File: src/rtl/narrow_mem_link.sv
// narrow_mem_link: serialises core memory requests onto a LaneWidth-bit link and
// deserialises in-order read responses, tagging each with the id of its read.
// Revision 1.0 - initial release
`default_nettype none

module narrow_mem_link #(
    parameter int AddrWidth      = 8,
    parameter int DataWidth      = 32,
    parameter int LaneWidth      = 4,
    parameter int IdWidth        = 1,
    parameter int MaxOutstanding = 2
) (
    input  logic                                  clk_i,
    input  logic                                  rst_i,
    input  logic [AddrWidth-1:0]                  req_addr_i,
    input  logic [DataWidth-1:0]                  req_data_i,
    input  logic [DataWidth/8-1:0]                req_strb_i,
    input  logic                                  req_write_i,
    input  logic [IdWidth-1:0]                    req_id_i,
    input  logic                                  req_valid_i,
    output logic                                  req_ready_o,
    output logic [DataWidth-1:0]                  rsp_data_o,
    output logic [IdWidth-1:0]                    rsp_id_o,
    output logic                                  rsp_error_o,
    output logic                                  rsp_valid_o,
    input  logic                                  rsp_ready_i,
    output logic [AddrWidth-1:0]                  link_addr_o,
    output logic                                  link_write_o,
    output logic [LaneWidth-1:0]                  link_data_o,
    output logic                                  link_strb_o,
    output logic                                  link_valid_o,
    input  logic                                  link_ready_i,
    input  logic [LaneWidth-1:0]                  link_rsp_data_i,
    input  logic                                  link_rsp_last_i,
    input  logic                                  link_rsp_valid_i,
    output logic                                  link_rsp_ready_o,
    output logic [$clog2(MaxOutstanding+1)-1:0]   outstanding_o
);

    localparam int Beats = DataWidth / LaneWidth;
    localparam int CntW  = $clog2(Beats + 1);
    localparam int OccW  = $clog2(MaxOutstanding + 1);
    localparam int PtrW  = (MaxOutstanding > 1) ? $clog2(MaxOutstanding) : 1;

    if (((DataWidth % LaneWidth) != 0) ||
        !((LaneWidth == 1) || (LaneWidth == 2) || (LaneWidth == 4) || (LaneWidth == 8)))
    begin : g_bad_params
        $error("narrow_mem_link: LaneWidth must be 1/2/4/8 and divide DataWidth");
    end

    typedef enum logic [0:0] {REQ_IDLE = 1'b0, REQ_SEND = 1'b1} req_state_t;
    typedef enum logic [0:0] {RSP_COLLECT = 1'b0, RSP_HOLD = 1'b1} rsp_state_t;

    req_state_t             req_state_q;
    logic [AddrWidth-1:0]   addr_q;
    logic [DataWidth-1:0]   data_q;
    logic [Beats-1:0]       beat_strb_q;
    logic                   write_q;
    logic [CntW-1:0]        beat_q;

    rsp_state_t             rsp_state_q;
    logic [DataWidth-1:0]   acc_q;
    logic [CntW-1:0]        rcnt_q;
    logic                   err_q;

    logic [IdWidth-1:0]     fifo_mem [MaxOutstanding];
    logic [PtrW-1:0]        wr_ptr_q;
    logic [PtrW-1:0]        rd_ptr_q;
    logic [OccW-1:0]        count_q;

    logic                   fifo_full;
    logic                   fifo_empty;
    logic                   req_accept;
    logic                   fifo_push;
    logic                   fifo_pop;
    logic [Beats-1:0]       beat_strb;
    logic [CntW:0]          rcnt_inc;

    // Byte strobes are expanded to one bit per beat at accept time so the
    // send path only ever shifts, never indexes.
    for (genvar b = 0; b < Beats; b++) begin : g_beat_strb
        assign beat_strb[b] = req_strb_i[(b * LaneWidth) / 8];
    end

    assign fifo_full   = (count_q == OccW'(MaxOutstanding));
    assign fifo_empty  = (count_q == '0);
    assign req_ready_o = ~rst_i & (req_state_q == REQ_IDLE) & (req_write_i | ~fifo_full);
    assign req_accept  = req_valid_i & req_ready_o;
    assign fifo_push   = req_accept & ~req_write_i;
    assign fifo_pop    = (rsp_state_q == RSP_HOLD) & rsp_ready_i & ~fifo_empty;

    function automatic logic [PtrW-1:0] next_ptr(input logic [PtrW-1:0] p);
        return (p == PtrW'(MaxOutstanding - 1)) ? '0 : p + PtrW'(1);
    endfunction

    always_ff @(posedge clk_i or posedge rst_i) begin
        if (rst_i) begin
            req_state_q <= REQ_IDLE;
            addr_q      <= '0;
            data_q      <= '0;
            beat_strb_q <= '0;
            write_q     <= 1'b0;
            beat_q      <= '0;
        end else begin
            case (req_state_q)
                REQ_IDLE: begin
                    if (req_accept) begin
                        addr_q      <= req_addr_i;
                        data_q      <= req_data_i;
                        beat_strb_q <= beat_strb;
                        write_q     <= req_write_i;
                        beat_q      <= '0;
                        req_state_q <= REQ_SEND;
                    end
                end
                REQ_SEND: begin
                    if (link_ready_i) begin
                        if (write_q) begin
                            data_q      <= data_q >> LaneWidth;
                            beat_strb_q <= beat_strb_q >> 1;
                            beat_q      <= beat_q + CntW'(1);
                            if (beat_q == CntW'(Beats - 1)) begin
                                req_state_q <= REQ_IDLE;
                            end
                        end else begin
                            req_state_q <= REQ_IDLE;
                        end
                    end
                end
                default: req_state_q <= REQ_IDLE;
            endcase
        end
    end

    assign link_valid_o = (req_state_q == REQ_SEND);
    assign link_addr_o  = addr_q;
    assign link_write_o = write_q;
    assign link_data_o  = (link_valid_o && write_q) ? data_q[LaneWidth-1:0] : '0;
    assign link_strb_o  = link_valid_o & write_q & beat_strb_q[0];

    always_ff @(posedge clk_i) begin
        if (fifo_push) begin
            fifo_mem[wr_ptr_q] <= req_id_i;
        end
    end

    always_ff @(posedge clk_i or posedge rst_i) begin
        if (rst_i) begin
            wr_ptr_q <= '0;
            rd_ptr_q <= '0;
            count_q  <= '0;
        end else begin
            if (fifo_push) begin
                wr_ptr_q <= next_ptr(wr_ptr_q);
            end
            if (fifo_pop) begin
                rd_ptr_q <= next_ptr(rd_ptr_q);
            end
            if (fifo_push && !fifo_pop) begin
                count_q <= count_q + OccW'(1);
            end else if (!fifo_push && fifo_pop) begin
                count_q <= count_q - OccW'(1);
            end
        end
    end

    assign outstanding_o = count_q;
    assign rcnt_inc      = {1'b0, rcnt_q} + (CntW + 1)'(1);

    always_ff @(posedge clk_i or posedge rst_i) begin
        if (rst_i) begin
            rsp_state_q <= RSP_COLLECT;
            acc_q       <= '0;
            rcnt_q      <= '0;
            err_q       <= 1'b0;
        end else begin
            case (rsp_state_q)
                RSP_COLLECT: begin
                    if (link_rsp_valid_i) begin
                        acc_q <= {acc_q[DataWidth-LaneWidth-1:0], link_rsp_data_i};
                        // A beat past a full word is an overrun: oldest data falls off.
                        if (rcnt_q != CntW'(Beats)) begin
                            rcnt_q <= rcnt_q + CntW'(1);
                        end else begin
                            err_q <= 1'b1;
                        end
                        if (link_rsp_last_i) begin
                            err_q       <= err_q | (rcnt_inc != (CntW + 1)'(Beats)) | fifo_empty;
                            rsp_state_q <= RSP_HOLD;
                        end
                    end
                end
                RSP_HOLD: begin
                    if (rsp_ready_i) begin
                        acc_q       <= '0;
                        rcnt_q      <= '0;
                        err_q       <= 1'b0;
                        rsp_state_q <= RSP_COLLECT;
                    end
                end
                default: rsp_state_q <= RSP_COLLECT;
            endcase
        end
    end

    assign link_rsp_ready_o = ~rst_i & (rsp_state_q == RSP_COLLECT);
    assign rsp_valid_o      = (rsp_state_q == RSP_HOLD);
    assign rsp_data_o       = rsp_valid_o ? acc_q : '0;
    assign rsp_error_o      = rsp_valid_o & err_q;
    assign rsp_id_o         = (rsp_valid_o && !fifo_empty) ? fifo_mem[rd_ptr_q] : '0;

endmodule

`default_nettype wire

File: config.mk
export PLATFORM = sky130hd
export DESIGN_NAME = narrow_mem_link
export DESIGN_NICKNAME = d
export VERILOG_FILES = /design/src/rtl/narrow_mem_link.sv
export SDC_FILE = /design/constraint.sdc
export NUM_CORES = 1
export LEC_CHECK = 0
export CAP_MARGIN = 20
export CELL_PAD_IN_SITES_DETAIL_PLACEMENT = 0
export CELL_PAD_IN_SITES_GLOBAL_PLACEMENT = 1
export CORE_ASPECT_RATIO = 1.75
export CORE_MARGIN = 2
export CORE_UTILIZATION = 41
export CTS_BUF_LIST = sky130_fd_sc_hd__clkbuf_8
export CTS_CLUSTER_DIAMETER = 50
export CTS_CLUSTER_SIZE = 28
export DETAILED_ROUTE_END_ITERATION = 8
export GPL_TIMING_DRIVEN = 1
export HOLD_SLACK_MARGIN = 0.1
export PLACE_DENSITY = 0.82
export SLEW_MARGIN = 20
export SYNTH_ARGS = -nofsm -noshare
export SYNTH_HDL_FRONTEND = slang
export SYNTH_SLANG_ARGS = --single-unit
File: constraint.sdc
create_clock -name clk_i -period 3.8 [get_ports clk_i]
set_input_delay 0.76 -clock clk_i [delete_from_list [all_inputs] [get_ports clk_i]]
set_output_delay 0.76 -clock clk_i [all_outputs]
set_load 0.02 [all_outputs]
==> results of run 1 <==
## power breakdown
group	total (uW)	internal (uW)	switching [uW]
sequential	1760	1430	333
clock	686	325	361
combinational	1390	790	603
## sequential cells by signal, summed over array words and instances (netlist names), 2 cells and up
signal / count
acc_q: 32
beat_q: 4
beat_strb_q: 8
data_q: 32
fifo_mem: 2
link_addr_o: 8
outstanding_o: 2
rcnt_q: 4
## stage by stage
stage          std cells  setup slack (ns)  hold WS [ns]
2_1_floorplan        378             0.535         0.450
3_3_place_gp         602             0.702         0.462
3_5_place_dp         602             0.664         0.474
4_1_cts              618             0.567         0.496
5_1_grt              619             0.579         0.503
6_report             619             0.675         0.489
## synth_stat cells (5+ instances only)
library cell  number
a21oi_1            9
a22o_1            32
and2_1            34
and3_1             6
clkbuf_1          15
dfrtp_1           96
ha_1               5
inv_1             15
mux2_1            24
mux2_2            43
mux2i_1            7
nand2_1           10
nand3_1            9
nor2_1             5
o211ai_1           6
o21ai_0           13
## kinds of logic (layout without fill, tap and decap cells)
group,after synthesis,in the layout,share of synthesized area (%)
xor+xnor,6,6,1.14
buf+inv,39,148,3.77
fa+ha+maj,5,5,1.36
compound gates,69,69,11.3
simple gates,87,87,11.1
mux,74,74,17.9
flops,98,98,53.4
## worst paths after layout
kind | start | depth (start not counted) | to
worst max-delay path | req_write_i | 4 | req_ready_o
worst min-delay path | data_q[20] | 1 | data_q[20]
worst max register to register | link_valid_o | 4 | data_q[26]
worst min register to register | data_q[20] | 1 | data_q[20]
max in group asynchronous | rst_i | 3 | acc_q[4]
min in group asynchronous | rst_i | 2 | beat_q[3]
## layout make-up
class | count | area, um^2 | area share, %
clock inverter | 6 | 65.1 | 1.08
sequential | 98 | 2460 | 40.8
multi-input combinational | 241 | 1980 | 32.7
clock buffer | 10 | 138 | 2.28
timing repair buffer | 117 | 1170 | 19.4
inverter | 15 | 58.8 | 0.973
tap | 132 | 165 | 2.73
## worst max-delay path, stage by stage
cell             delay, ns
clkdlybuf4s50_1       0.49
nor3b_2               0.41
nor3_1                0.12
clkdlybuf4s50_1       0.59
## per-layer routing
metal	routed length [um]	part of all wire [%]
met4	154	1.5
met5	0	0
met1	4210	42
met2	5190	52
met3	453	4.5
==> results by group, run 1 <==
STA
  • Final hold vios: 0
  • Worst slew pin tran: between 0.6 and 0.7 ns
  • RSZ-0062 raised after global routing: no
  • Final setup vio count: 0
  • Peak Freq: 320 MHz
  • Tmin final: ~3.1 ns
  • Fin. max-slew vios: 0
  • Normalized max-slew margin: 53.9%
  • Crit share post-route: between 80 and 90%
  • Total negative slack: 0 ns
  • Setup Skew: about 0.013 ns

Worst setup path
  • Critical Path RT: slightly above 3 ns
  • CP arrival: roughly 2.4 ns
  • Crit path kind: input port to output pin
  • Startpoint types: input port
  • Flop-to-flop setup slack: roughly 1.5 ns
  • Critical Path End Type: output pin
  • Critical path fanouts, max: 5

Synthesis
  • Main synth FF type: dfrtp_1
  • Ys Warns: 0
  • Synth top area cells: dfrtp_1, mux2_2, a22o_1, mux2_1, and2_1
  • Synth Instances: approximately 380
  • Number of flops mapped to enable cells by yosys: 2
  • Synth top area share: around 52%
  • Distinct cell type count after synthesis: 43
  • Synth Net Count: 440
  • Fraction of registers with async set/reset: a little over nine tenths
  • Post-synthesis cell area: between 4000 and 5000 um^2
  • Cell taking the most area after synthesis: dfrtp_1
  • Sequential area share after synthesis: 53.4%
  • Mean Syn Cell Area: between 10 and 15 um^2
  • Seq cells post-synth: slightly below 100

Clock tree
  • Worst-path clk slew: around 0.09 ns
  • PostCTS Resize Cnt: 0
  • H-tree depth: 3
  • Clock Path Buffers: 2
  • Clock sink count: between 90 and 100
  • Root Driver: clkbuf_8
  • Hold_buf cts: 0
  • CTS tree: yes
  • CTS buffer count: 9
  • Skew-Pair Late Insertion Delay: around 0.36 ns
  • Setup bufs post-CTS: 0

Pwr
  • Pwr/cell area: between 600 and 700 nW/um^2
  • VDD IR-drop max: ~0.31 mV
  • Leakage: between 0.002 and 0.003 uW
  • Final Power: ~3800 uW

GRT
  • Busiest grt layer: met2
  • Tot GR Track Use: between 15 and 20%
  • Grt ovf: 0
  • GRT met3 Usage: approximately 3.5%
  • First-pass GRT wire length: ~16000 um
  • Global Route met2 Usage: between 20% and 30%
  • Initial antenna violation count: 0
  • Largest net degree at the start of global routing: 62
  • Vias in the first global route: about 3300
  • Met1 usage: a little over a fifth

Place
  • Gpl congestion: between 0.6 and 0.7
  • Port Buffer Count: 110
  • Post-DP Area: 5820 um^2
  • DPL Wire Length: ~7100 um

Floorplanning
  • Initial Util: a little over two fifths
  • Cell Rows: between 50 and 60
  • Core ar.: 11000 um^2
  • Die height: between 100 and 150 um
  • Total die area: between 10000 and 15000 um^2
  • Die width: approximately 84 um
  • Total I/O pin count: roughly 110

Finish
  • Layout area overhead: 31.1%
  • Layout Utilization: between 50% and 60%
  • Layout cells sized above 1: roughly 15%
  • Diodes inserted: 0
  • Commonest non-fill, non-tap cells in the layout: clkdlybuf4s50_1, dfrtp_1, mux2_2
  • Most common cell after layout, fill and taps aside: clkdlybuf4s50_1
  • Post-route cell area: 6040 um^2
  • Fill count: around 1000
  • Nets: around 540

Route
  • Post-DRT Antenna Nets: 0
  • Vias per cell: between 5 and 6
  • Iteration-0 DRC Markers: 98
  • # DRC: 0
  • Routed vias: between 3000 and 4000
  • TritonRoute pass-1 iters: 4
  • Wire per inst: between 15 and 20 um
  • Routed WL: 10000 um

Run status
  • Status: finished, final reports clean

Worst hold path
  • Hold Crit Class: flip-flop to flip-flop

Run
  • Max-Cap Viols: 0
Note: power is estimated with default switching activity, not from simulation.
==> inputs of run 2 (changes only) <==
- CORE_UTILIZATION: 41 -> 37
- PLACE_DENSITY: 0.82 -> 0.78
- clock period: 3.8 -> 2.8 ns (I/O delays scaled with it)
==> run 2 against run 1 <==
Clock skew down 0.00073 ns. Final cell count up 6.5%. Worst setup slack worse by 0.52 ns. Largest cell class unchanged. Design area up 1.3%. Utilization down 5.0 points. Count of clock-buffer cells in the layout down 1. Global-route usage down 1.0 points. Critical path type unchanged. Routed wire length up 2.4%. Power up 36%.
==> results by group, run 2 (same netlist as run 1, synthesis figures left out) <==
Run status
  • Status: finished, final reports clean

Finish
  • Most common cell after layout, fill and taps aside: clkdlybuf4s50_1
  • Post-route cell area: 6120 um^2 (+1.3%)
  • Fill count: 1160 (+17%)
  • Cell Count, Final, Fillers Out: 659 (+6.5%)
  • Diodes inserted: 0 (unchanged)
  • Multi-input logic area: 1980 um^2 (unchanged)
  • Top Registers: acc_q x32, data_q x32
  • Layout cells sized above 1: 16.3% (+0.89 points)
  • Commonest non-fill, non-tap cells in the layout: clkdlybuf4s50_1, dfrtp_1, mux2_2
  • FF+latch area: 2460 um^2 (unchanged)
  • Layout area overhead: 32.8%
  • Nets: 548 (+0.74%)

Clock tree
  • Worst-path clk slew: 0.10 ns (about the same)
  • Clock Path Buffers: 2 (unchanged)
  • PostCTS Resize Cnt: 0 (unchanged)
  • Root Driver: clkbuf_8
  • CTS buffer count: 9 (unchanged)
  • Hold_buf cts: 0 (unchanged)
  • CTS tree: yes
  • Setup bufs post-CTS: 0 (unchanged)
  • Skew-Pair Late Insertion Delay: 0.38 ns (+0.02 ns)
  • H-tree depth: 3 (unchanged)
  • Clock sink count: 98 (unchanged)

GRT
  • First-pass GRT wire length: 16600 um (+1.6%)
  • Initial antenna violation count: 0 (unchanged)
  • Tot GR Track Use: 16.0% (-1.0 points)
  • Grt ovf: 0 (unchanged)
  • Largest net degree at the start of global routing: 61 (-1.6%)
  • Vias in the first global route: 3289 (+0.58%)

Place
  • DPL Wire Length: 7300 um (+2.7%)
  • Port Buffer Count: 110 (unchanged)
  • Post-DP Area: 5920 um^2 (+1.7%)
  • Gpl congestion: 0.760 (+9.4%)
  • Post-Place Cells: 643 (+6.8%)

Route
  • Post-DRT Antenna Nets: 0 (unchanged)
  • # DRC: 0 (unchanged)
  • Routed vias: 3270 (+0.40%)
  • Iteration-0 DRC Markers: 158 (+61%)
  • Vias per cell: 4.96 (-5.7%)
  • TritonRoute pass-1 iters: 4 (unchanged)
  • Wire per inst: 15.5 um (-3.8%)
  • Routed WL: 10200 um (+2.4%)

Pwr
  • VDD IR-drop max: 0.358 mV (+15%)
  • Sequential share of power: 44.8% (-1.1 points)
  • Pwr/cell area: 853 nW/um^2 (+34%)
  • Leakage: 0.00260 uW (+0.37%)
  • Reported net switching power: 1830 uW (+41%)
  • Clk pwr share: 17.4% (-0.5 points)
  • Combinational share of power: 37.8% (+1.6 points)
  • Sw frac: 35.1% (+1.4 points)
  • Int Pwr: 3390 uW (+33%)

Floorplanning
  • Total die area: 13400 um^2 (+10%)
  • Total I/O pin count: 111 (unchanged)
  • Initial Util: 37.5% (-4.3 points)
  • Cell Rows: 54 (+5.9%)
  • Core ar.: 12300 um^2 (+11%)
  • Die height: 152 um (+5.1%)
  • Die width: 88.4 um (+5.0%)

Worst setup path
  • Startpoint types: input port
  • Critical path fanouts, max: 4 (-1)
  • Critical Path End Type: output pin
  • Crit path kind: input port to output pin
  • CP arrival: 2.09 ns (-0.28 ns)
  • Critical Path RT: 2.24 ns (-0.80 ns)

STA
  • Final hold vios: 0 (unchanged)
  • Tmin final: around 2.6 ns
  • Total negative slack: 0 ns (unchanged)
  • Final setup vio count: 0 (unchanged)
  • Crit share post-route: between 90% and 100%
  • Fin. max-slew vios: 0 (unchanged)
  • Peak Freq: about 380 MHz
  • Worst slew pin tran: 0.531 ns (-0.160 ns)
  • RSZ-0062 raised after global routing: no
  • Setup Skew: 0.0120 ns (-0.000730 ns)
  • Normalized max-slew margin: 64.6% (+11 points)

Worst hold path
  • Hold Crit Class: flip-flop to flip-flop

Run
  • Max-Cap Viols: 0 (unchanged)
[run 2: cell count changes in the layout (fill, tap and decap cells not counted), sizes merged]
| cell | delta |
|---|---|
| buf | +4 |
| bufinv | -1 |
| clkbuf | -1 |
| clkinv | +3 |
| clkinvlp | +1 |
| inv | -2 |
[run 2: area by class of cell]
class | instances | share of cell area, %
Sequential cell | 98 | 40.3
Multi-Input combinational cell | 241 | 32.3
Timing Repair Buffer | 121 | 19.8
Tap cell | 168 | 3.43
Clock buffer | 9 | 2.02
Clock inverter | 7 | 1.25
Inverter | 15 | 0.981
[run 2: path summary, 6_finish.rpt]
path                              startpoint          endpoint  slack [ns]  cells after the start
max in group asynchronous              rst_i        data_q[19]        1.44                      3
worst min register to register    data_q[16]        data_q[16]        0.49                      1
worst max-delay path             req_write_i       req_ready_o        0.15                      4
worst max register to register  link_valid_o  outstanding_o[1]        0.77                      6
min in group asynchronous              rst_i         rcnt_q[1]        0.68                      2
worst min-delay path              data_q[16]        data_q[16]        0.49                      1
[run 2: per-layer routing]
metal	GRT usage [%]	routed length (um)	vias to the layer above	part of all wire (%)
met3	3.58	447	8	4.4
met1	20.8	4550	1623	44
met5	0	0	-	0
li1	-	-	1557	-
met4	5.23	123	0	1.2
met2	26.3	5120	82	50
[run 2: critical path: stages]
cell             delay (ns)
clkdlybuf4s50_1        0.44
nor3b_2                0.43
nor3_1                 0.10
clkdlybuf4s50_1        0.56
[run 2: power groups by stage]
stage	logic (uW)	registers, uW	clock network [uW]
floorplan	1340	2310	0
global placement	1960	2360	0
detailed placement	2000	2380	0
CTS	2010	2350	940
global route	2170	2420	1000
finish	1970	2340	906
[run 2: through the flow]
step | setup slack (ns) | util (%) | power [uW] | hold slack (ns)
finish | 0.154 | 49.8 | 5220 | 0.491
global route | 0.0778 | 49.8 | 5600 | 0.510
CTS | 0.154 | 49.8 | 5300 | 0.492
detailed placement | 0.156 | 48.1 | 4380 | 0.469
global placement | 0.153 | 48.1 | 4320 | 0.462
floorplan | 0.681 | - | 3650 | 0.450
